===== src/rtl/spi_pkg.sv =====
// Shared types and defaults for the SPI request scheduler slice.
package spi_pkg;

    localparam int SPI_DATA_WIDTH  = 8;
    localparam int SPI_NUM_SLAVES  = 3;
    localparam int SPI_XFER_CYCLES = 9;

    typedef enum logic [2:0] {
        ST_IDLE  = 3'd0,
        ST_LOAD  = 3'd1,
        ST_START = 3'd2,
        ST_WAIT  = 3'd3,
        ST_DONE  = 3'd4
    } spi_state_t;

endpackage


===== src/rtl/spi_rr_arbiter.sv =====
// Combinational round-robin pick: search starts at ptr and wraps upward.
module spi_rr_arbiter #(
    parameter int NUM_REQ = 3,
    parameter int IDX_W   = 2
) (
    input  logic [NUM_REQ-1:0] req,
    input  logic [IDX_W-1:0]   ptr,
    output logic [NUM_REQ-1:0] gnt,
    output logic [IDX_W-1:0]   gntIdx
);

    logic found;
    int   idx;

    always_comb begin
        gnt    = '0;
        gntIdx = '0;
        found  = 1'b0;
        idx    = 0;
        for (int k = 0; k < NUM_REQ; k++) begin
            idx = (int'(ptr) + k) % NUM_REQ;
            if (!found && req[idx]) begin
                found    = 1'b1;
                gnt[idx] = 1'b1;
                gntIdx   = IDX_W'(idx);
            end
        end
    end

endmodule


===== src/rtl/spi_request_scheduler.sv =====
// Arbitrates requesters onto the single SPI Master and sequences one
// full-duplex transfer per grant, returning the RX byte with a done pulse.
//
// state    | meaning
// ---------+--------------------------------------------------------------
// ST_IDLE  | waiting for any req; arbiter winner latched on exit
// ST_LOAD  | slave index and TX byte registered toward the Master
// ST_START | start pulse high; wait counter loaded
// ST_WAIT  | counter runs down; RX byte captured when it reaches zero
// ST_DONE  | done pulse to the winner; priority pointer advances
module spi_request_scheduler
    import spi_pkg::*;
#(
    parameter int NUM_REQ     = SPI_NUM_SLAVES,
    parameter int DATA_WIDTH  = SPI_DATA_WIDTH,
    parameter int XFER_CYCLES = SPI_XFER_CYCLES
) (
    input  logic                          clk,
    input  logic                          reset,
    input  logic [NUM_REQ-1:0]            req,
    input  logic [NUM_REQ*DATA_WIDTH-1:0] reqData,
    output logic [NUM_REQ-1:0]            done,
    output logic [DATA_WIDTH-1:0]         rxData,
    output logic                          busy,
    output logic                          start,
    output logic [1:0]                    slaveSelect,
    output logic [DATA_WIDTH-1:0]         masterDataToSend,
    input  logic [DATA_WIDTH-1:0]         masterDataReceived
);

    localparam int IDX_W = (NUM_REQ > 1) ? $clog2(NUM_REQ) : 1;
    localparam int CNT_W = $clog2(XFER_CYCLES + 1);
    localparam logic [CNT_W-1:0] CNT_LOAD = CNT_W'(XFER_CYCLES - 1);
    localparam logic [IDX_W-1:0] IDX_LAST = IDX_W'(NUM_REQ - 1);

    spi_state_t         state;
    spi_state_t         state_next;
    logic [IDX_W-1:0]   ptr;
    logic [IDX_W-1:0]   gnt_idx_q;
    logic [CNT_W-1:0]   cnt;
    logic [NUM_REQ-1:0] arb_gnt;
    logic [IDX_W-1:0]   arb_idx;
    logic               gnt_any;
    logic [NUM_REQ-1:0] done_vec;

    spi_rr_arbiter #(
        .NUM_REQ (NUM_REQ),
        .IDX_W   (IDX_W)
    ) u_arb (
        .req    (req),
        .ptr    (ptr),
        .gnt    (arb_gnt),
        .gntIdx (arb_idx)
    );

    assign gnt_any  = |arb_gnt;
    assign done_vec = NUM_REQ'(1) << gnt_idx_q;

    always_comb begin
        state_next = state;
        case (state)
            ST_IDLE:  if (gnt_any) state_next = ST_LOAD;
            ST_LOAD:  state_next = ST_START;
            ST_START: state_next = ST_WAIT;
            ST_WAIT:  if (cnt == '0) state_next = ST_DONE;
            ST_DONE:  state_next = ST_IDLE;
            default:  state_next = ST_IDLE;
        endcase
    end

    always_ff @(posedge clk or posedge reset) begin
        if (reset) begin
            state            <= ST_IDLE;
            ptr              <= '0;
            gnt_idx_q        <= '0;
            cnt              <= '0;
            start            <= 1'b0;
            busy             <= 1'b0;
            done             <= '0;
            slaveSelect      <= '0;
            masterDataToSend <= '0;
            rxData           <= '0;
        end else begin
            state <= state_next;
            // Outputs are registered from the next state so they line up
            // with the state they describe.
            start <= (state_next == ST_START);
            busy  <= (state_next != ST_IDLE);
            done  <= (state_next == ST_DONE) ? done_vec : '0;

            case (state)
                ST_IDLE: begin
                    if (gnt_any) gnt_idx_q <= arb_idx;
                end
                ST_LOAD: begin
                    slaveSelect      <= 2'(gnt_idx_q);
                    masterDataToSend <= reqData[int'(gnt_idx_q)*DATA_WIDTH +: DATA_WIDTH];
                end
                ST_START: begin
                    cnt <= CNT_LOAD;
                end
                ST_WAIT: begin
                    if (cnt != '0) cnt <= cnt - 1'b1;
                    else           rxData <= masterDataReceived;
                end
                ST_DONE: begin
                    ptr <= (gnt_idx_q == IDX_LAST) ? '0 : gnt_idx_q + 1'b1;
                end
                default: ;
            endcase
        end
    end

endmodule

===== config.mk =====
export PLATFORM = sky130hd
export DESIGN_NAME = spi_request_scheduler
export DESIGN_NICKNAME = d
export VERILOG_FILES = /design/src/rtl/spi_pkg.sv /design/src/rtl/spi_rr_arbiter.sv /design/src/rtl/spi_request_scheduler.sv
export SDC_FILE = /design/constraint.sdc
export NUM_CORES = 1
export LEC_CHECK = 0
export CORE_ASPECT_RATIO = 2
export CORE_UTILIZATION = 30
export CTS_CLUSTER_SIZE = 28
export DETAILED_ROUTE_END_ITERATION = 8
export GPL_ROUTABILITY_DRIVEN = 1
export PLACE_DENSITY = 0.61
export RECOVER_POWER = 25
export SYNTH_ARGS = -nofsm -noshare
export SYNTH_HDL_FRONTEND = slang
export SYNTH_HIERARCHICAL = 1
export SYNTH_SLANG_ARGS = --single-unit
export TNS_END_PERCENT = 10

===== constraint.sdc =====
create_clock -name clk -period 2.5 [get_ports clk]
set_clock_uncertainty 0.1 [all_clocks]
set_input_delay 0.5 -clock clk [delete_from_list [all_inputs] [get_ports clk]]
set_output_delay 0.5 -clock clk [all_outputs]
set_load 0.01 [all_outputs]

Word level (Yosys, flattened, before mapping)
Cells that the tools add are included.
Widths: inputs -> output; s select.

storage, ports and cells
  bits in writable memories = 0
  word-level logic and storage cells = 82
  output and inout bits = 23
  memory bits (read-only) = 0
  bits in latches = 0
  bits of input ports = 37
  memories = 0
  bits in registers = 34

operators by class
  eq/ne operators = 8
  reductions and logical operators = 16
  shifts and indexed selects = 2
  $mul = 0
  $lt $le $gt $ge = 6
  multiplexer cells = 30
  bitwise operators = 3
  add/subtract/negate cells = 4
  div/mod/pow operators = 3

operators by type and width
  operator               number
  $ge 32x1->1 const B    3
  $lt 32x4->1 const B    3
  $mod 32x3->32 const B  2
  $mod 3x3->32 const B   1
  $shiftx 24x6->8        1
  $mux 3                 6
  $pmux 3 s4             1
  $mux 1                 11
  $eq 3x2->1 const B     3
  $mux 2                 4
  $pmux 4 s2             1
  $bmux 1 s2             3
  $demux 1 s2            3
  $eq 3x3->1 const B     2
  $or 3x3->3             2
  $reduce_and 2->1       3
  $logic_and 1x1->1      5
  $logic_not 4->1        1
  $mux 4                 1
  $reduce_bool 4->1      1
  $sub 4x1->4 const B    1
  $add 2x1->3 const B    1
  $add 2x2->3 const B    1
  $eq 3x1->1 const B     1
  10 further kinds       11

Depth between registers and ports, before layout
Gate-level depths: netlist (run 1).

  depth after elaboration = 16
  depth in mapped cells = 10
  gate-level depth less buffers = 9

Cells and area by module
Netlist (run 1), hierarchy kept.

modules (own cells, without submodules)
  module                 seq. area each (um^2)  area each (um^2)  cells each  instances
  spi_request_scheduler  850.8                  1575.3            130         1
  spi_rr_arbiter         0.0                    332.8             52          1

Worst setup path after synthesis (run 1)
Ideal clock, no wire load.

  kind = register to register
  start = register ptr[0]
  end = register gnt_idx_q[0]
  setup slack = -0.102 ns
  data required time = 2.275 ns
  data arrival time = 2.377 ns
  clock period less this slack = 2.602 ns
  setup time = 0.125 ns
  path buffers = 1
  cell stages (with the launch flop) = 11
  cells stage by stage = dfrtp_1 > inv_1 > ha_1 > buf_6 > or3b_1 > o22ai_1 > nand3_1 > a31oi_1 > nor3_1 > nor4_1 > mux2_2

between the ends
  longest elaborated chain between the ends = 13
  elaborated cells on any way between the ends = 45
  those cells by class = add/sub: 2; div: 3; order compare: 6; mux: 23; bitwise: 2; reduce/logical: 9

ends and longest elaborated chain
  what                                                    line                          RTL
  from (decl)                                             spi_request_scheduler.sv:38   logic [IDX_W-1:0] ptr;
  from (signal assigned)                                  spi_request_scheduler.sv:107  ptr <= (gnt_idx_q == IDX_LAST) ? '0 : gnt_idx_q + 1'b1;
  branches (longest 10 deep; another with $mod 32x3->32)  -
  $mux 3 (*)                                              spi_rr_arbiter.sv:22          if (!found && req[idx]) begin
  net arb_gnt[0]                                          spi_request_scheduler.sv:41   logic [NUM_REQ-1:0] arb_gnt;
  $reduce_or 3->1 (*)                                     spi_request_scheduler.sv:56   assign gnt_any = |arb_gnt;
  $reduce_and 2->1 (no source line) (*)                   -
  to (signal assigned)                                    spi_request_scheduler.sv:93   if (gnt_any) gnt_idx_q <= arb_idx;
  to (decl)                                               spi_request_scheduler.sv:39   logic [IDX_W-1:0] gnt_idx_q;

Mark *: on every way through the listed nets, which the timed path passes. The select of a mux whose other input is x is not followed.
A chain may end at the register's enable or synchronous reset.

Final worst setup path (run 1)
  start = register ptr[0]
  end = register gnt_idx_q[1]

Same word-level chain as after synthesis.

==> insert_results.sql, run 1 <==
INSERT INTO impl_metrics (metric_group, metric, value, unit) VALUES
('logic_synthesis', 'synthesis.area', '1910', 'sq um'),
('layout', 'antennaDiodeCount', '0', ''),
('critical_path', 'worstSetupPathDepth', '9', ''),
('logic_synthesis', 'synth_largest_area_cell', 'dfrtp_1', ''),
('floorplanning', 'fp.dieH', '115', 'um'),
('routing', 'drc_violations', '0', ''),
('logic_synthesis', 'synth-compound-area-share', '11.8', '%'),
('logic_synthesis', 'synth-adder-area-share', '3.93', '%'),
('critical_path', 'crit_start', 'ptr[0]', ''),
('layout', 'n_fill_cell', '576', ''),
('cts', 'ctsHoldBuffers', '0', ''),
('grt', 'vias_in_the_first_global_route', '1581', ''),
('cts', 'ctsLongestPathBuffers', '2', ''),
('cts', 'reg_clk_slew_reported_paths', '0.05', 'ns'),
('floorplanning', 'num_io_pins', '60', ''),
('critical_path', 'timing.critical_path.fanout_max', '4', ''),
('critical_path', 'r2r-end', 'gnt_idx_q[1]', ''),
('timing', 'timing.final.crit_share', '103', '%'),
('placement', 'placement.setup.worst_slack', '-0.229', 'ns'),
('layout', 'syn_to_final_growth', '49.6', '%'),
('timing', 'finalSetupViolCount', '2', ''),
('logic_synthesis', 'ys_top_cells_by_area', 'dfrtp_1, mux2i_1, mux2_2', ''),
('critical_path', 'worst-r2r-setup-slack', '-0.06', 'ns'),
('power_and_ir_drop', 'pwr_density_cell', '1110', 'nW/um^2'),
('floorplanning', 'initial_utilization', '31.5', '%'),
('routing', 'route.detailed.wl_per_inst', '13.7', 'um'),
('logic_synthesis', 'yosys.area.top_type_share', '44.6', '%'),
('floorplanning', 'die_width', '58.4', 'um'),
('logic_synthesis', 'seq_area_frac_synth', '44.6', '%'),
('logic_synthesis', 'postSynthAreaPerCell', '10.5', 'sq um'),
('logic_synthesis', 'synthXorXnorAreaFrac', '0', '%'),
('cts', 'cts.sink_count', '34', ''),
('status', 'outcome', 'finished, violations left', ''),
('power_and_ir_drop', 'sequentialPowerShare', '30.7', '%'),
('critical_path', 'crit_type', 'flip-flop to flip-flop', ''),
('cts', 'htree_num_levels', '2', ''),
('timing', 'timing.max_slew.rel_slack', '45.5', '%'),
('power_and_ir_drop', 'combinationalPowerShare', '50.1', '%'),
('power_and_ir_drop', 'swShare', '34.6', '%'),
('floorplanning', 'floorplan.rows', '40', ''),
('power_and_ir_drop', 'relative_contribution_of_the_clock_network_to_total_power', '19.2', '%'),
('placement', 'gp_congestion', '0.831', ''),
('routing', 'first_iter_violations', '58', ''),
('timing', 'unrepaired_setup_endpoints_after_global_routing', 'true', ''),
('logic_synthesis', 'netlist_instances', '182', ''),
('critical_path', 'cp_num_buf_inv', '1', ''),
('logic_synthesis', 'synth_cell_types', '39', ''),
('critical_path', 'rr_worst_depth', '9', ''),
('grt', 'maximum_number_of_pins_on_one_net_before_global_route_repair', '35', ''),
('layout', 'sequential_cell_area', '853', 'sq um'),
('layout', 'final_layout_size_suffix_gt1_share', '24.5', '%'),
('critical_path', 'critPathLaunchType', 'flip-flop', ''),
('power_and_ir_drop', 'peakVddDrop', '0.585', 'mV'),
('floorplanning', 'core_area', '6060', 'sq um'),
('logic_synthesis', 'synth-async-reset-ratio', '100', '%'),
('logic_synthesis', 'synth.area.mux_share', '15.8', '%'),
('grt', 'gr-usage-all-layers', '14.6', '%'),
('logic_synthesis', 'synth_ff_type', 'dfrtp_1', ''),
('logic_synthesis', 'synth_simple_gate_area_share', '18.0', '%'),
('critical_path', 'setup.worst_path.end_class', 'flip-flop', ''),
('power_and_ir_drop', 'power.internal', '0.00208', 'W'),
('routing', 'vias_after_detailed_routing', '1577', ''),
('critical_path', 'regToRegStartpoint', 'ptr[0]', ''),
('layout', 'top_library_cells_by_usage_in_the_layout_fill_and_taps_aside', 'clkdlybuf4s50_1, dfrtp_1, nor2_1', ''),
('placement', 'port_buffers', '59', ''),
('critical_path', 'crit_family', 'simple AND/OR/NAND/NOR gates', ''),
('layout', 'layout_commonest_cell', 'clkdlybuf4s50_1', ''),
('timing', 'postLayoutSetupSlackWorst', '-0.0638', 'ns'),
('status', 'violated_checks', 'setup timing', ''),
('floorplanning', 'die_area', '6700', 'sq um'),
('logic_synthesis', 'synth_top_family_by_area', 'simple AND/OR/NAND/NOR gates', '');
==> layer usage <==
layer	global-route usage [%]	part of all wire [%]	routed length, um	up-vias
li1	-	-	-	770
met1	16.2	39	1790	768
met2	27.1	57	2640	35
met3	2.25	2.7	127	4
met4	5.87	1.6	72	0
met5	0	0	0	-
==> repair_timing <==
item	in CTS	in global routing
buffers inserted	0	1
hold endpoints to repair	0	0
setup endpoints to repair	2	3
resized for setup	3	16
pin swaps	0	6
gates cloned	0	0
==> cell usage after synthesis, types with 2 or more instances <==
cell type	instances
nor2_1	15
or2_2	9
mux2_4	6
mux2_2	9
a21oi_1	5
nand2_1	12
a221oi_1	2
nor2b_1	4
and2_1	3
mux2i_1	11
buf_6	4
ha_1	6
o22ai_1	4
nand2b_1	2
and2b_1	2
nor3_1	3
o21ai_0	11
inv_1	9
clkbuf_1	3
dfrtp_1	34
a31oi_1	10
==> per-stage QoR <==
stage	instances	util, %	cell area [sq um]
floorplan	182	-	1910
global placement	328	43.3	2620
detailed placement	328	43.3	2620
CTS	336	45.9	2780
global route	337	47.1	2850
finish	337	47.1	2850
==> how the worst min path moves through the flow <==
stage	startpoint	to	slack, ns
global route	rxData[2]	rxData[2]	0.42
detailed placement	rxData[7]	rxData[7]	0.40
global placement	rxData[6]	rxData[6]	0.39
floorplan	cnt[3]	cnt[3]	0.42
CTS	rxData[6]	rxData[6]	0.41
finish	rxData[2]	rxData[2]	0.41
==> layout make-up <==
cell class / count / area share, %
clock buffers: 7 / 5.00
multi-input cells: 130 / 35.9
inverters: 9 / 1.27
clock inverters: 1 / 0.175
repair buffers: 72 / 24.1
flip-flops and latches: 34 / 29.9
well taps: 84 / 3.68
==> worst reg2reg max path: stages, from the launching register on <==
cell     delay (ns)
dfrtp_2        0.44
inv_2          0.10
ha_4           0.21
or3b_4         0.38
o22ai_2        0.15
nand3_1        0.10
a31oi_2        0.16
nor3_2         0.07
nor4_2         0.37
mux2_2         0.37
==> power groups by stage <==
stage	logic (W)	registers [W]	clock network [W]
6_report	0.00159	0.000975	0.000610
5_1_grt	0.00174	0.00101	0.000641
4_1_cts	0.00154	0.000966	0.000625
3_5_place_dp	0.00152	0.000970	0
3_3_place_gp	0.00151	0.000965	0
2_1_floorplan	0.000916	0.000995	0
==> cell families (layout without fill, tap and decap cells) <==
kind of cell    Yosys count  after routing
mux                      26             26
buf+inv                  18             89
compound gates           37             37
flops                    34             34
simple gates             61             61
fa+ha+maj                 6              6
==> sequential cells by signal, indices dropped and copies added, names as in the netlist <==
| name | cells |
|---|---|
| busy | 1 |
| ptr | 2 |
| gnt_idx_q | 2 |
| slaveSelect | 2 |
| rxData | 8 |
| start | 1 |
| done | 3 |
| masterDataToSend | 8 |
| state | 3 |
| cnt | 4 |
(Power assumes the default switching activity.)
==> inputs of run 2 (changes only) <==
--- a/config.mk
+++ b/config.mk
@@ -10,7 +10,6 @@
 export CTS_CLUSTER_SIZE = 28
 export DETAILED_ROUTE_END_ITERATION = 8
 export GPL_ROUTABILITY_DRIVEN = 1
-export PLACE_DENSITY = 0.61
 export RECOVER_POWER = 25
 export SYNTH_ARGS = -nofsm -noshare
 export SYNTH_HDL_FRONTEND = slang
==> insert_results.sql, run 2 (synthesis results as in run 1) <==
INSERT INTO impl_metrics (metric_group, metric, value, unit) VALUES
('flow_run', 'max_cap_violations', '0', ''),
('cts', 'cts_buffers', '5', ''),
('power_and_ir_drop', 'sequentialPowerShare', '31.5', '%'),
('timing', 'report.final.hold_viol_count', '0', ''),
('floorplanning', 'initial_utilization', '31.5', '%'),
('placement', 'port_buffers', '59', ''),
('floorplanning', 'die_width', '58.4', 'um'),
('floorplanning', 'die_area', '6700', 'sq um'),
('timing', 'fmax', '393', 'MHz'),
('timing', 'timing.final.crit_share', '102', '%'),
('grt', 'maximum_number_of_pins_on_one_net_before_global_route_repair', '35', ''),
('critical_path', 'worst_ep_arrival_time', '2.60', 'ns'),
('cts', 'root_buffer', 'clkbuf_16', ''),
('routing', 'drc_violations', '0', ''),
('routing', 'vias_after_detailed_routing', '1579', ''),
('layout', 'n_fill_cell', '574', ''),
('timing', 'final-max-slew-violation-count', '0', ''),
('power_and_ir_drop', 'relative_contribution_of_the_clock_network_to_total_power', '19.5', '%'),
('floorplanning', 'fp.dieH', '115', 'um'),
('routing', 'detail_route.vias_per_cell', '4.71', ''),
('status', 'violated_checks', 'setup timing', ''),
('layout', 'design_area', '2820', 'sq um'),
('power_and_ir_drop', 'power.internal', '0.00205', 'W'),
('status', 'outcome', 'finished, violations left', ''),
('critical_path', 'setup.worst_path.end_class', 'flip-flop', ''),
('layout', 'layout_top_registers', 'masterDataToSend (8), rxData (8), cnt (4)', ''),
('critical_path', 'crit_type', 'flip-flop to flip-flop', ''),
('power_and_ir_drop', 'combinationalPowerShare', '49.0', '%'),
('layout', 'syn_to_final_growth', '48.0', '%'),
('cts', 'reg_clk_slew_reported_paths', '0.05', 'ns'),
('routing', 'ant_nets', '0', ''),
('grt', 'grt_pass1_wl', '7140', 'um'),
('placement', 'gp_congestion', '0.898', ''),
('grt', 'gr-usage-all-layers', '14.0', '%'),
('routing', 'route.detailed.wl_per_inst', '13.1', 'um'),
('layout', 'final_layout_size_suffix_gt1_share', '22.7', '%'),
('critical_path', 'critPathRequiredTime', '2.56', 'ns'),
('routing', 'first_iter_violations', '116', ''),
('floorplanning', 'num_io_pins', '60', ''),
('grt', 'antenna_found_initial', '0', ''),
('grt', 'grt-ovfl-total', '0', ''),
('cts', 'tritoncts', 'built', ''),
('hold_path', 'worst_hold_path_type', 'flip-flop to flip-flop', ''),
('power_and_ir_drop', 'p_leak', '1.18', 'nW'),
('layout', 'finalNetCount', '293', ''),
('power_and_ir_drop', 'swShare', '34.9', '%'),
('cts', 'ctsHoldBuffers', '0', ''),
('cts', 'worstSkewPairLatency', '0.27', 'ns'),
('layout', 'antennaDiodeCount', '0', ''),
('cts', 'cts.sink_count', '34', ''),
('timing', 'unrepaired_setup_endpoints_after_global_routing', 'true', ''),
('layout', 'sequential_cell_area', '852', 'sq um'),
('timing', 'timing.max_slew.rel_slack', '45.9', '%'),
('layout', 'multiInputGateArea', '1010', 'sq um'),
('critical_path', 'timing.critical_path.fanout_max', '3', ''),
('layout', 'layout_commonest_cell', 'clkdlybuf4s50_1', ''),
('timing', 'totalNegativeSetupSlack', '-0.0880', 'ns'),
('timing', 'tightest_slew', '0.812', 'ns'),
('grt', 'vias_in_the_first_global_route', '1562', ''),
('floorplanning', 'floorplan.rows', '40', ''),
('placement', 'hpwl', '3140', 'um'),
('critical_path', 'critPathLaunchType', 'flip-flop', ''),
('timing', 'finalSetupViolCount', '2', ''),
('cts', 'htree_num_levels', '2', ''),
('floorplanning', 'core_area', '6060', 'sq um'),
('power_and_ir_drop', 'pwr_density_cell', '1120', 'nW/um^2'),
('timing', 'layout_min_cycle_time', '2.54', 'ns'),
('placement', 'placed_cell_area', '2590', 'sq um'),
('routing', 'routed_wire_length', '4400', 'um'),
('placement', 'placement.setup.worst_slack', '-0.270', 'ns'),
('timing', 'postLayoutSetupSlackWorst', '-0.0450', 'ns'),
('layout', 'top_library_cells_by_usage_in_the_layout_fill_and_taps_aside', 'clkdlybuf4s50_1, dfrtp_1, nor2_1', ''),
('power_and_ir_drop', 'switching_power', '0.00110', 'W'),
('power_and_ir_drop', 'total_power', '0.00315', 'W'),
('cts', 'ctsLongestPathBuffers', '2', ''),
('power_and_ir_drop', 'peakVddDrop', '0.551', 'mV'),
('routing', 'drt_first_pass_iters', '4', '');
-- run 2: cell types whose count changed in the layout (fill, tap and decap cells not counted), sizes merged --
| cell | change |
|---|---|
| buf | -2 |
-- run 2: power groups by stage --
stage | registers [W] | clock network [W] | logic (W)
after CTS | 0.000987 | 0.000641 | 0.00148
after floorplan | 0.000995 | 0 | 0.000916
after detailed placement | 0.000989 | 0 | 0.00146
final | 0.000992 | 0.000616 | 0.00155
after global routing | 0.00102 | 0.000659 | 0.00168
after global placement | 0.000988 | 0 | 0.00144
-- run 2: worst max-delay path, stage by stage, from the launching register on --
cell     delay, ns
dfrtp_1       0.39
inv_2         0.09
ha_4          0.21
or3b_4        0.40
o22ai_2       0.18
nand3_1       0.10
a31oi_1       0.18
nor3_2        0.09
nor4_4        0.37
mux2_4        0.33
-- run 2: final cells by class --
type,count,share of cell area (%)
inverters,9,1.20
flip-flops and latches,34,30.2
clock inverters,1,0.177
multi-input cells,130,35.8
clock buffers,7,5.05
repair buffers,70,23.8
well taps,84,3.72
-- run 2: metal layers --
metal	vias up	track usage (%)	share of wire [%]
met5	-	0	0
met2	51	24.9	54
li1	772	-	-
met3	9	2.81	4.1
met4	0	6.51	2.8
met1	747	15.7	39
-- run 2: metrics by stage --
step,cells,hold WS (ns),util [%]
after CTS,332,0.409,45.3
after global routing,335,0.423,46.6
final,335,0.406,46.6
after detailed placement,324,0.393,42.8
after floorplan,182,0.415,-
after global placement,324,0.390,42.8
-- run 2: final timing paths --
check                                from           end  slack (ns)  depth (start not counted)
worst max-delay path               ptr[0]  gnt_idx_q[0]       -0.04                          9
worst min-delay path            rxData[6]     rxData[6]        0.41                          1
worst max register to register     ptr[0]  gnt_idx_q[0]       -0.04                          9
worst min register to register  rxData[6]     rxData[6]        0.41                          1
max in group asynchronous           reset        ptr[1]        0.93                          3
min in group asynchronous           reset     rxData[5]        0.80                          3
-- run 2: repair_timing --
item,in CTS,in global routing
hold endpoints to repair,0,0
pin swaps,0,5
setup buffers,0,3
resized for setup,2,13
cloned,0,0
endpoints found under the setup margin,2,3
